`src/rtl/data_mem_param.sv`:
```
// Parametrised single-port synchronous data memory with byte-enabled writes, an optional
// output register stage and a hardware init sequencer that refills the array after every reset.
module data_mem_param #(
  parameter int DATA_W    = 8,
  parameter int ADDR_W    = 8,
  parameter bit OUT_REG   = 1'b0,
  parameter bit INIT_MODE = 1'b1
) (
  input  logic                  data_mem_clk,
  input  logic                  data_mem_rst,
  input  logic                  data_mem_en,
  input  logic                  data_mem_wr_rd,
  input  logic [ADDR_W-1:0]     data_mem_address,
  input  logic [DATA_W/8-1:0]   data_mem_be,
  input  logic [DATA_W-1:0]     data_mem_data_in,
  output logic [DATA_W-1:0]     data_mem_data_out,
  output logic                  data_mem_rd_valid,
  output logic                  data_mem_busy
);

  localparam int DEPTH = 1 << ADDR_W;
  localparam int NB    = DATA_W / 8;

  typedef enum logic {
    ST_INIT,
    ST_READY
  } state_t;

  state_t              state_q, state_d;
  logic [ADDR_W-1:0]   cnt_q, cnt_d;
  logic                busy_q, busy_d;
  logic                pipe_valid_q, pipe_valid_d;
  logic [DATA_W-1:0]   pipe_data_q, pipe_data_d;
  logic [DATA_W-1:0]   data_out_q, data_out_d;
  logic                rd_valid_q, rd_valid_d;

  logic [DATA_W-1:0]   mem_q [DEPTH];
  logic [NB-1:0]       mem_we;
  logic [ADDR_W-1:0]   mem_addr;
  logic [DATA_W-1:0]   mem_wdata;
  logic [DATA_W-1:0]   rd_word;
  logic                rd_fire;

  // Init value for word idx; INIT_MODE=1 keeps the low DATA_W bits of the index.
  function automatic logic [DATA_W-1:0] init_word(input logic [ADDR_W-1:0] idx);
    logic [ADDR_W+DATA_W-1:0] wide;
    wide = {{DATA_W{1'b0}}, idx};
    return INIT_MODE ? wide[DATA_W-1:0] : '0;
  endfunction

  assign rd_word = mem_q[data_mem_address];

  always_comb begin
    // NOTE: every variable gets a default first so no path leaves it unassigned (no latches).
    state_d   = state_q;
    cnt_d     = cnt_q;
    busy_d    = busy_q;
    mem_we    = '0;
    mem_addr  = data_mem_address;
    mem_wdata = data_mem_data_in;
    rd_fire   = 1'b0;

    case (state_q)
      ST_INIT: begin
        mem_we    = '1;
        mem_addr  = cnt_q;
        mem_wdata = init_word(cnt_q);
        cnt_d     = cnt_q + 1'b1;
        if (&cnt_q) begin
          state_d = ST_READY;
          busy_d  = 1'b0;
        end
      end
      default: begin
        if (data_mem_en) begin
          if (data_mem_wr_rd) mem_we  = data_mem_be;
          else                rd_fire = 1'b1;
        end
      end
    endcase

    // Read data captured at the request edge, so later writes cannot disturb an in-flight read.
    if (OUT_REG) begin
      pipe_valid_d = rd_fire;
      pipe_data_d  = rd_fire ? rd_word : pipe_data_q;
      rd_valid_d   = pipe_valid_q;
      data_out_d   = pipe_valid_q ? pipe_data_q : data_out_q;
    end else begin
      pipe_valid_d = 1'b0;
      pipe_data_d  = pipe_data_q;
      rd_valid_d   = rd_fire;
      data_out_d   = rd_fire ? rd_word : data_out_q;
    end
  end

  // NOTE: the array has no reset; the init sequencer rewrites every word after each reset.
  always_ff @(posedge data_mem_clk) begin
    for (int k = 0; k < NB; k++) begin
      if (mem_we[k]) mem_q[mem_addr][8*k +: 8] <= mem_wdata[8*k +: 8];
    end
  end

  // NOTE: sequential state uses non-blocking assignments only.
  always_ff @(posedge data_mem_clk or posedge data_mem_rst) begin
    if (data_mem_rst) begin
      state_q      <= ST_INIT;
      cnt_q        <= '0;
      busy_q       <= 1'b1;
      pipe_valid_q <= 1'b0;
      pipe_data_q  <= '0;
      data_out_q   <= '0;
      rd_valid_q   <= 1'b0;
    end else begin
      state_q      <= state_d;
      cnt_q        <= cnt_d;
      busy_q       <= busy_d;
      pipe_valid_q <= pipe_valid_d;
      pipe_data_q  <= pipe_data_d;
      data_out_q   <= data_out_d;
      rd_valid_q   <= rd_valid_d;
    end
  end

  assign data_mem_data_out = data_out_q;
  assign data_mem_rd_valid = rd_valid_q;
  assign data_mem_busy     = busy_q;

endmodule

```
`config.mk`:
```
export PLATFORM = sky130hd
export DESIGN_NAME = data_mem_param
export DESIGN_NICKNAME = d
export VERILOG_FILES = /design/src/rtl/data_mem_param.sv
export SDC_FILE = /design/constraint.sdc
export NUM_CORES = 2
export LEC_CHECK = 0
export CAP_MARGIN = 25
export CORE_UTILIZATION = 50
export DETAILED_ROUTE_END_ITERATION = 16
export GPL_TIMING_DRIVEN = 0
export HOLD_SLACK_MARGIN = 0.1
export PLACE_DENSITY_LB_ADDON = 0.1
export SYNTH_ARGS = -nofsm -noshare
export SYNTH_HDL_FRONTEND = slang
export SYNTH_SLANG_ARGS = --single-unit
```
`constraint.sdc`:
```
create_clock -name data_mem_clk -period 16.88 [get_ports data_mem_clk]
set_input_delay 1.688 -clock data_mem_clk [delete_from_list [all_inputs] [get_ports data_mem_clk]]
set_output_delay 1.688 -clock data_mem_clk [all_outputs]
set_load 0.03 [all_outputs]
```
==> flow_summary.json <==
{
  "run_status": "finished, final reports clean",
  "synthArstFlopShare_pct": 0.9192,
  "holdBufCountCts": 0,
  "setup_violations": 0,
  "drc": 0,
  "p_leak_nw": 26.93,
  "synth_area_leaders": "edfxtp_1 (76%), mux4_2 (10%), mux2i_1 (3.6%), nor2_1 (1.3%), o22ai_1 (0.87%)",
  "syn_nets": 4029,
  "grt_first_pass_wirelength_um": 409000,
  "syn_to_final_growth_pct": 13.80,
  "total_power_mw": 10.64,
  "fp-row-count": 147,
  "cp_max_fo": 11,
  "netlist_instances": 4007,
  "finalCriticalPeriod_ps": 7196,
  "clk_latency_ps": 860,
  "hold_violations": 0,
  "r2r_end": "mem_q[240][1]$_DFFE_PP_",
  "yosysTopAreaCell": "edfxtp_1",
  "cts_root_buf": "clkbuf_16",
  "yosysWarnings": 0,
  "ant_nets": 0,
  "report.final.slew_viol_count": 0,
  "antenna_found_initial": 25,
  "gp_congestion": 1.026,
  "rsz0062_at_grt": "false",
  "synth_seq_cells": 2067,
  "synth_edf_count": 2048,
  "avgRoutedWirePerCell_um": 47.09,
  "clk_pin_slew_worst_paths_ps": 60,
  "via_per_inst": 7.053,
  "numCtsBuffers": 207,
  "cap_violations": 0,
  "dp_hpwl_um": 208000,
  "final_cell_mix": "edfxtp_1 (2048), mux4_2 (362), mux2i_1 (288), nor2_1 (288), clkbuf_16 (213)",
  "rrSetupSlack_ps": 11930,
  "worst_slew_pin_slew_ps": 1298,
  "synth_cell_type_count": 68,
  "max_freq_mhz": 139.0,
  "fin_nets": 4347,
  "cp-end-kind": "flip-flop",
  "die-area_mm2": 0.1633,
  "synth_top_area_share_pct": 76.09,
  "syn_area_mm2": 0.08082,
  "cts_resized": 0,
  "cts_tree": "built",
  "post_cts_buffers": 0,
  "grt_usage_pct": 38.73,
  "hold_end": "data_mem_busy$_DFFE_PP1P_",
  "cp.required_ps": 17350,
  "vias": 47130,
  "cp-start-kind": "input port",
  "initialDrtViolationCount": 9319,
  "yosysSeqAreaShare_pct": 76.68,
  "final_common_cell": "edfxtp_1",
  "syn_area_per_cell_um2": 20.17,
  "wl_um": 314700,
  "maxSlewHeadroom_pct": 12.66,
  "rr_worst_depth": 5,
  "start_util_pct": 50.33,
  "timing.rr.start": "state_q$_DFF_PP0_",
  "die_w_um": 404.0,
  "core-area_mm2": 0.1606,
  "cts_sinks": 2067,
  "min_path_type": "flip-flop to flip-flop",
  "num_io_pins": 31,
  "crit_arrival_ps": 7670,
  "ir_worst_vdd_uv": 115.3,
  "die_h_um": 404.0,
  "io_buffers": 28,
  "skew_ps": 36.88,
  "min_period_over_period_pct": 42.63,
  "fillers": 11890,
  "crit_type": "input port to flip-flop",
  "cellPowerDensity_mw_per_mm2": 115.6,
  "postLayoutCoreUtil_pct": 57.28,
  "htree_levels": 4,
  "drive_gt1_share_pct": 20.58,
  "cts_buffer_depth": 3,
  "drt-pass1-iter-count": 8,
  "grt_overflow": 0,
  "grt_max_degree": 99,
  "synth_flop_cell": "edfxtp_1",
  "min-delay-start": "data_mem_busy$_DFFE_PP1P_",
  "grt_pass1_vias": 43060,
  "hold_path_depth": 1
}
-- stage by stage --
| stage | setup WS, ps | hold WS [ps] | instances | cell area [um^2] | setup TNS, ps |
|---|---|---|---|---|---|
| 2_1_floorplan | 3712 | 481.1 | 4007 | 80820 | 0 |
| 3_3_place_gp | -10360 | 458.6 | 6195 | 83800 | -7152580 |
| 3_5_place_dp | 9159 | 460.1 | 6271 | 85260 | 0 |
| 4_1_cts | 10080 | 468.7 | 6664 | 91900 | 0 |
| 5_1_grt | 10020 | 471.7 | 6669 | 91940 | 0 |
| 6_report | 9684 | 466.9 | 6682 | 91970 | 0 |
-- synthesized netlist by cell type (50+ instances only) --
cell type  instances
a211oi_1          55
a22oi_1           65
buf_2             66
clkbuf_1          77
edfxtp_1        2048
mux2i_1          288
mux4_2           362
nand2_1          149
nand3_1           50
nor2_1           288
o221ai_1          53
o22ai_1          112
-- logic make-up after synthesis --
logic type	Yosys count	share of synthesized area (%)
muxes	673	14.33
and+or+nand+nor	567	2.952
adders and majority gates	1	0.01548
buffers and inverters	245	2.073
xor gates and xnor gates	7	0.07586
AOI/OAI and AO/OA	447	3.872
DFF	2067	76.68
-- metal layers --
layer	vias to the layer above	GRT usage [%]	wire, um
met5	-	0	108
met1	24930	52.63	114400
met3	816	16.06	49030
met4	18	20.39	19850
met2	4066	53.27	131200
li1	17300	-	-
-- critical path: stages --
cell	delay, ps
clkdlybuf4s50_1	640
buf_4	380
buf_4	330
buf_2	310
buf_4	390
buf_4	360
o32ai_2	680
nand3_1	980
clkbuf_2	780
nor2_1	1030
-- cell type report --
cell class / instances / area, um^2 / share of cell area [%]
antenna: 13 / 32.53 / 0.03537
buffer: 234 / 1660 / 1.805
clock buffer: 259 / 5513 / 5.994
clock inverter: 134 / 1126 / 1.224
inverter: 11 / 41.29 / 0.04489
multi-input combinational: 1695 / 17270 / 18.77
sequential: 2067 / 61980 / 67.38
tap: 2160 / 2703 / 2.938
timing repair buffer: 109 / 1655 / 1.800
-- registers in the layout (all words and copies together), names as in the netlist --
register / flops
cnt_q: 8
data_mem_busy: 1
data_mem_data_out: 8
mem_q: 2048
state_q: 1
data_mem_rd_valid: 1
-- power by group --
| part | internal, mW | total (mW) | switching, mW |
|---|---|---|---|
| Clock | 2.56 | 4.59 | 2.03 |
| Combinational | 0.127 | 0.500 | 0.373 |
| Sequential | 5.55 | 5.55 | 0 |
-- worst max path at each step --
stage / startpoint / end / slack [ps]
finish: data_mem_address[1] / mem_q[240][1]$_DFFE_PP_ / 9680
global route: data_mem_address[1] / mem_q[178][0]$_DFFE_PP_ / 10020
CTS: data_mem_address[1] / mem_q[178][0]$_DFFE_PP_ / 10080
detailed placement: data_mem_address[1] / mem_q[178][5]$_DFFE_PP_ / 9160
global placement: state_q$_DFF_PP0_ / mem_q[162][5]$_DFFE_PP_ / -10360
floorplan: state_q$_DFF_PP0_ / mem_q[0][7]$_DFFE_PP_ / 3710
Note: power is estimated with default switching activity, not from simulation.
